File: config.mk
export PLATFORM = sky130hd
export DESIGN_NAME = key_load_ctrl
export DESIGN_NICKNAME = d
export VERILOG_FILES = /design/src/rtl/key_load_ctrl.sv
export SDC_FILE = /design/constraint.sdc
export NUM_CORES = 1
export LEC_CHECK = 0
export ABC_AREA = 1
export CORE_MARGIN = 1
export CORE_UTILIZATION = 41
export CTS_CLUSTER_SIZE = 10
export DETAILED_ROUTE_END_ITERATION = 8
export GPL_ROUTABILITY_DRIVEN = 0
export PLACE_DENSITY_LB_ADDON = 0.25
export SYNTH_ARGS = -nofsm -noshare
export SYNTH_HDL_FRONTEND = slang
export SYNTH_SLANG_ARGS = --single-unit
File: constraint.sdc
create_clock -name clk -period 1.5 [get_ports clk]
set_input_delay 0.225 -clock clk [delete_from_list [all_inputs] [get_ports clk]]
set_output_delay 0.225 -clock clk [all_outputs]
set_load 0.01 [all_outputs]
File: src/rtl/key_load_ctrl.sv
// key_load_ctrl: fetches a KEY_W-bit key plus one parity bit from a
// bit-serial key store, checks the parity, and only then applies the key
// to the protected FSM and releases its reset. Failed attempts (store
// timeout or bad parity) are counted; reaching MAX_TRIES locks the block
// until the next reset.
module key_load_ctrl #(
    parameter int KEY_W     = 8,   // key width in bits, 2..32
    parameter int MAX_TRIES = 3,   // failed attempts before lockout, 1..7
    parameter int TIMEOUT   = 15   // request cycles to wait for mem_ack, 1..255
) (
    input  logic                         clk,
    input  logic                         rst,
    input  logic                         start,
    output logic                         mem_req,
    output logic [$clog2(KEY_W+1)-1:0]   mem_addr,
    input  logic                         mem_ack,
    input  logic                         mem_data,
    output logic [KEY_W-1:0]             key_out,
    output logic                         core_rst,
    output logic                         ready,
    output logic                         lockout,
    output logic [2:0]                   tries
);

    localparam int              AW         = $clog2(KEY_W + 1);
    // Address KEY_W carries the parity bit rather than a key bit.
    localparam logic [AW-1:0]   PAR_IDX    = AW'(KEY_W);
    // Timer value on the last request cycle before the attempt times out.
    localparam logic [7:0]      TIMER_LAST = 8'(TIMEOUT - 1);
    localparam logic [2:0]      TRY_LIMIT  = 3'(MAX_TRIES);

    typedef enum logic [2:0] {
        IDLE,
        FETCH,
        CHECK,
        RUN,
        FAIL,
        LOCK
    } state_t;

    state_t            state;
    state_t            next_state;

    logic [AW-1:0]     idx;        // bit currently being requested
    logic [7:0]        timer;      // request cycles spent waiting for this bit
    logic              gap;        // forces mem_req low for one cycle
    logic [KEY_W-1:0]  shreg;      // key bits gathered so far
    logic              parity;     // parity bit read from the store
    logic [KEY_W-1:0]  key_reg;    // key presented to the protected FSM
    logic [2:0]        tries_reg;

    // Control strobes from the FSM to the datapath registers.
    logic              load_clear; // start accepted: clear index, timer, key
    logic              accept;     // store acknowledged the current bit
    logic              tick;       // request cycle without acknowledge
    logic              key_load;   // parity good: copy key to key_out
    logic              tries_inc;  // one more failed attempt
    logic [2:0]        tries_new;  // saturating increment of tries

    assign tries_new = (tries_reg == 3'd7) ? 3'd7 : tries_reg + 3'd1;

    // State register.
    // NOTE: clocked state uses non-blocking assignments so every register
    // samples pre-edge values; blocking here would create ordering races.
    always_ff @(posedge clk or posedge rst) begin
        if (rst) begin
            state <= IDLE;
        end else begin
            state <= next_state;
        end
    end

    // Next-state logic, datapath strobes and state-decoded outputs.
    // NOTE: every signal gets a default before the case so no path leaves a
    // value unassigned, which would otherwise infer a latch.
    always_comb begin
        next_state = state;
        load_clear = 1'b0;
        accept     = 1'b0;
        tick       = 1'b0;
        key_load   = 1'b0;
        tries_inc  = 1'b0;
        mem_req    = 1'b0;
        mem_addr   = '0;
        core_rst   = 1'b1;
        ready      = 1'b0;
        lockout    = 1'b0;

        case (state)
            IDLE: begin
                if (start) begin
                    load_clear = 1'b1;
                    next_state = FETCH;
                end
            end

            FETCH: begin
                mem_addr = idx;
                // Acks during the gap cycle are not answers to a request.
                if (!gap) begin
                    mem_req = 1'b1;
                    if (mem_ack) begin
                        // An ack on the final allowed cycle still counts.
                        accept = 1'b1;
                        if (idx == PAR_IDX) begin
                            next_state = CHECK;
                        end
                    end else if (timer == TIMER_LAST) begin
                        next_state = FAIL;
                    end else begin
                        tick = 1'b1;
                    end
                end
            end

            CHECK: begin
                if ((^shreg) == parity) begin
                    key_load   = 1'b1;
                    next_state = RUN;
                end else begin
                    next_state = FAIL;
                end
            end

            FAIL: begin
                tries_inc  = 1'b1;
                next_state = (tries_new >= TRY_LIMIT) ? LOCK : IDLE;
            end

            RUN: begin
                core_rst = 1'b0;
                ready    = 1'b1;
            end

            LOCK: begin
                lockout = 1'b1;
            end

            default: begin
                next_state = IDLE;
            end
        endcase
    end

    // Bit index, wait timer and the one-cycle request gap.
    always_ff @(posedge clk or posedge rst) begin
        if (rst) begin
            idx   <= '0;
            timer <= '0;
            gap   <= 1'b0;
        end else begin
            if (load_clear) begin
                idx   <= '0;
                timer <= '0;
                gap   <= 1'b1;
            end else if (accept) begin
                // The parity address is the last one; never step past it.
                if (idx != PAR_IDX) begin
                    idx <= idx + 1'b1;
                end
                timer <= '0;
                gap   <= 1'b1;
            end else begin
                if (tick) begin
                    timer <= timer + 8'd1;
                end
                if (state == FETCH) begin
                    gap <= 1'b0;
                end
            end
        end
    end

    // Shift register for the key bits and the separately held parity bit.
    always_ff @(posedge clk or posedge rst) begin
        if (rst) begin
            shreg  <= '0;
            parity <= 1'b0;
        end else if (load_clear) begin
            shreg  <= '0;
            parity <= 1'b0;
        end else if (accept) begin
            if (idx == PAR_IDX) begin
                parity <= mem_data;
            end else begin
                for (int b = 0; b < KEY_W; b++) begin
                    if (idx == AW'(b)) begin
                        shreg[b] <= mem_data;
                    end
                end
            end
        end
    end

    // Applied key: written only when a checked key enters RUN, so partial
    // keys never leak out. LOCK is unreachable from RUN, so it stays zero.
    always_ff @(posedge clk or posedge rst) begin
        if (rst) begin
            key_reg <= '0;
        end else if (key_load) begin
            key_reg <= shreg;
        end
    end

    // Failed-attempt counter, saturating at 7.
    always_ff @(posedge clk or posedge rst) begin
        if (rst) begin
            tries_reg <= 3'd0;
        end else if (tries_inc) begin
            tries_reg <= tries_new;
        end
    end

    assign key_out = key_reg;
    assign tries   = tries_reg;

endmodule

Yosys cells after proc, flatten, opt, wreduce, memory -nomap -nowiden
Index checks and enable logic that the tools add are counted.
Storage, ports and cells
  register bits: 36
  bits in latches: 0
  bits in writable memories: 0
  ROM bits: 0
  input bits: 5
  output and inout bits: 19
  logic and storage cells: 120
  memories: 0
Cells by class
  $add $sub $neg: 3
  $mul: 0
  div/mod/pow operators: 0
  $lt $le $gt $ge: 1
  eq/ne operators: 22
  shift operators: 0
  muxes and demuxes: 50
  bitwise logic cells: 1
  reduce and logical (&&, ||, !) cells: 28
Operator list (number)
  two-way mux 8 bit: 6
  two-way mux 1 bit: 31
  two-way mux 3 bit: 8
  AND reduction 3 bit: 8
  nonzero test 2 bit: 11
  == test 4 x 3 -> 1 bit (second input constant): 4
  two-way mux 4 bit: 4
  case mux 3 bit (5 select lines): 1
  == test 3 bit (second input constant): 3
  adder 8 x 1 -> 8 bit (second input constant): 1
  == test 4 x 2 -> 1 bit (second input constant): 2
  == test 8 x 4 -> 1 bit (second input constant): 1
  XOR reduction 8 bit: 1
  == test 3 x 2 -> 1 bit (second input constant): 2
  != test 2 bit (second input constant): 3
  nonzero test 3 bit: 2
  AND reduction 5 bit: 1
  adder 4 x 1 -> 4 bit (second input constant): 1
  == test 4 x 1 -> 1 bit (second input constant): 1
  == test 4 bit (second input constant): 1
  logical NOT 4 bit: 1
  != test 4 bit (second input constant): 1
  AND reduction 2 bit: 2
  adder 3 x 1 -> 3 bit (second input constant): 1
  8 further kinds: 8

Logic depth before layout (Yosys ltp)
  depth in word-level cells: 8
  mapped depth: 13
  gate-level depth less buffers: 13

Least setup slack after synthesis
No wires, ideal clock.
  path kind: register to register
  start point: register state[1]
  end point: register timer[6]
  arrival time: 1.307 ns
  data required time: 1.379 ns
  path slack: 0.072 ns
  cell stages (with the launch flop): 11
  clock period less this slack: 1.428 ns
  path through: dfrtp_1 inv_2 nand2_2 nor2_4 inv_2 nor2_4 nand3_4 inv_2 nand3_1 o21ai_1 a21oi_1
On the way
  word-level cells in the longest chain between the ends: 4
  elaborated cells between the ends (all ways): 8
Ends and longest elaborated chain
  start: declaration: line 41  | state_t state;
  start signal: assignment: line 69  | state <= next_state;
  == test 3 x 1 -> 1 bit: line 89  | case (state)
  two-way mux 1 bit: line 89
  two-way mux 8 bit: line 156  | end else if (accept) begin
  two-way mux 8 bit: line 152  | if (load_clear) begin
  end signal: assignment: line 165  | timer <= timer + 8'd1;
  end: declaration: line 45  | logic [7:0] timer;
Several ways; a longest one is shown, not always the timed one.
A chain may end at the register's enable or synchronous reset.

Worst setup path in the final report
  start point: register state[1]
  end point: register parity
On the way
  word-level cells in the longest chain between the ends: 4
  elaborated cells between the ends (all ways): 8
Ends and longest elaborated chain
  == test 3 x 1 -> 1 bit or logical NOT 3 bit (tied branches): line 89
  two-way mux 1 bit: line 89
  nonzero test 2 bit (no line)
  AND reduction 2 bit (no line)
  end signal: assignment: line 184  | parity <= mem_data;
  end: declaration: line 48  | logic parity;
Several ways; a longest one is shown, not always the timed one.

==> flow_metrics.py <==
metrics = {
    "cts": {
        "clk_path_buf_depth": 2,
        "htree_levels": 2,
        "cts-root-buf": "clkbuf_8",
        "cts_tree": "yes",
        "cts.sinks": 36,
        "cts_made_buffers": 5,
        "clkLatencyLatePin_ns": 0.29,
        "cts-hold-fix-buffers": 0,
        "clk_pin_slew_ns": 0.07,
    },
    "placement": {
        "portBuffers": 23,
        "hpwl_um": 3160,
        "dpl_cell_area_um2": 2550,
    },
    "die": {
        "num_rows": 25,
        "coreArea_um2": 4720,
        "io_pins": 24,
        "die_y_um": 72.2,
        "dieArea_um2": 5210,
        "fp.dieW_um": 72.2,
        "start_util_pct": 42.8,
    },
    "synthesis": {
        "ys_warn_count": 0,
        "syn-cell-area_um2": 2020,
        "synth-seq-cells": 36,
        "synth_nets": 273,
        "seq_area_frac_synth_pct": 44.6,
        "synth_cell_types": 25,
        "synthCells": 261,
        "synth_area_per_cell_um2": 7.74,
    },
    "finish": {
        "final_nets": 338,
        "final_common_cell": "nand2_1",
        "final_cell_area_um2": 2810,
        "area_growth_pct": 38.9,
        "final_cell_mix": "60 x nand2_1, 34 x dfrtp_1, 31 x inv_1",
        "n_fill_cell": 434,
        "drive_gt1_share_pct": 30.0,
        "antenna_cells": 0,
    },
    "power_and_ir_drop": {
        "p_per_area_nw_per_um2": 1790,
        "vdd_drop_max_uv": 936,
        "switchingPower_mw": 2.05,
        "switching_share_pct": 40.8,
        "power.share.clock_pct": 14.5,
        "intPower_mw": 2.98,
        "power_mw": 5.03,
        "leakagePower_nw": 1.39,
        "p_comb_share_pct": 55.0,
        "p_seq_share_pct": 30.5,
    },
    "detailed_routing": {
        "wl_per_cell_um": 11.0,
        "ant_nets": 0,
        "drtIter0Drc": 83,
        "wl_um": 4350,
        "first_pass_iters": 4,
        "avgViaCountPerCell": 4.68,
        "via_count": 1842,
        "post-route-drc-count": 0,
    },
    "global_route": {
        "grt-ovfl-total": 0,
        "antenna_found_initial": 0,
        "grt_pass1_wl_um": 7230,
        "grtUsageTotal_pct": 18.2,
        "grt_max_degree": 37,
        "grt_pass1_vias": 1653,
    },
    "hold_path": {
        "hp-class": "in2async",
    },
    "sta": {
        "fmax_mhz": 643,
        "setup-violations-final": 9,
        "rsz0062_at_grt": "true",
        "timing_max_transition_violations_final": 0,
        "relSlewSlack_pct": 59.9,
        "fin_tns_setup_ns": -0.185,
        "finClkSkew_ns": 0.00480,
        "hold_viol": 0,
        "fin_crit_sh_pct": 104,
        "finalWorstSetupSlack_ns": -0.0548,
        "min_period_ns": 1.55,
        "tightest_slew_ns": 0.599,
    },
    "worst_setup_path": {
        "cpMaxStageDelayCell": "dfrtp_1",
        "end_kind": "register",
        "cp_slowest_stage_delay_ns": 0.41,
        "crit_required_ns": 1.69,
        "critPathLaunchType": "register",
        "cp_max_fo": 4,
        "path_cells": "inv_2 > nand2_4 > nor2_4 > buf_6 > nand2_4 > nor2_8 > inv_2 > o21ai_2 > nor2_1 > a21oi_1 > inv_1",
        "path_class": "reg2reg",
        "cp.arrival_ns": 1.74,
    },
    "job": {
        "max_cap_viol_count": 0,
    },
    "outcome": {
        "violations": "negative setup slack",
        "outcome": "complete, but fails checks",
    },
}
## timing repair
item                       in CTS  in global routing
setup buffers                   2                  6
pin swaps                       2                  7
setup endpoints to repair      13                 38
resized for setup              42                 25
## cell families (layout without fill, tap and decap cells)
logic type	after synthesis	after routing	synth area share (%)
and+or+nand+nor	118	118	27.9
AOI/OAI and AO/OA	52	52	13.5
xor gates and xnor gates	3	3	1.30
adders and majority gates	7	7	4.33
buffers and inverters	45	111	8.42
DFF	36	36	44.6
## stage by stage
stage | setup slack [ns] | instances | util, % | hold slack (ns)
6_report | -0.0548 | 394 | 59.4 | 0.284
5_1_grt | -0.117 | 394 | 59.4 | 0.347
4_1_cts | -0.0126 | 388 | 56.3 | 0.292
3_5_place_dp | -0.0937 | 378 | 54.0 | 0.478
3_3_place_gp | -0.0571 | 378 | 54.0 | 0.471
2_1_floorplan | 0.0717 | 261 | - | 0.392
## per-layer routing
layer | up-vias | part of all wire, % | global-route usage (%)
met2 | 29 | 49 | 30.0
met4 | 0 | 1.5 | 6.54
met5 | - | 0 | 0
li1 | 968 | - | -
met3 | 6 | 3.4 | 4.58
met1 | 839 | 46 | 23.1
## power by group through the flow
stage,clock (mW),sequential [mW],combinational [mW]
finish,0.730,1.53,2.77
global route,0.795,1.57,3.09
CTS,0.750,1.52,2.48
detailed placement,0,1.53,2.43
global placement,0,1.53,2.39
floorplan,0,1.58,1.37
## cell usage after synthesis
library cell	count	share of area, %
nor3b_2	1	0.62
ha_1	7	4.3
nand2_2	2	0.62
nor3_1	3	0.74
inv_1	33	6.1
dfrtp_1	36	45
nor2_8	1	0.99
o21ai_0	6	1.5
nand3_2	1	0.50
clkinv_1	1	0.19
nand3_1	15	3.7
nand3_4	1	0.87
o21ai_1	25	6.2
o21bai_1	1	0.37
nand4_1	1	0.31
xnor2_1	2	0.87
xor2_1	1	0.43
a21oi_1	12	3.0
nor2_1	26	4.8
nand2_4	3	1.7
nand2_1	61	11
inv_2	10	1.9
nor2_4	3	1.7
a31oi_1	8	2.5
buf_2	1	0.25
## worst max-delay path, delay by kind of cell, from the launching register on
kind | cells | cell delay, ns
DFF | 1 | 0.41
buffers and inverters | 4 | 0.32
and+or+nand+nor | 5 | 0.43
AOI/OAI and AO/OA | 2 | 0.28
## final timing paths
check                            from    endpoint  slack [ns]  depth (start not counted)
max reg2reg                  state[1]      parity       -0.05                         11
min                               rst  key_out[3]        0.28                          3
min in group clk           key_out[6]  key_out[6]        0.49                          2
min reg2reg                key_out[6]  key_out[6]        0.49                          2
max                          state[1]      parity       -0.05                         11
max in group asynchronous         rst    state[0]        1.03                          3
## layout make-up
cell class                      count  area [um^2]  area share (%)
Clock buffer                        6         82.6            2.94
Tap cell                           67         83.8            2.99
Multi-Input combinational cell    180         1060            37.7
Sequential cell                    36          903            32.2
Clock inverter                      2         10.0           0.357
Timing Repair Buffer               59          500            17.8
Inverter                           44          170            6.06
(Power assumes the default switching activity.)
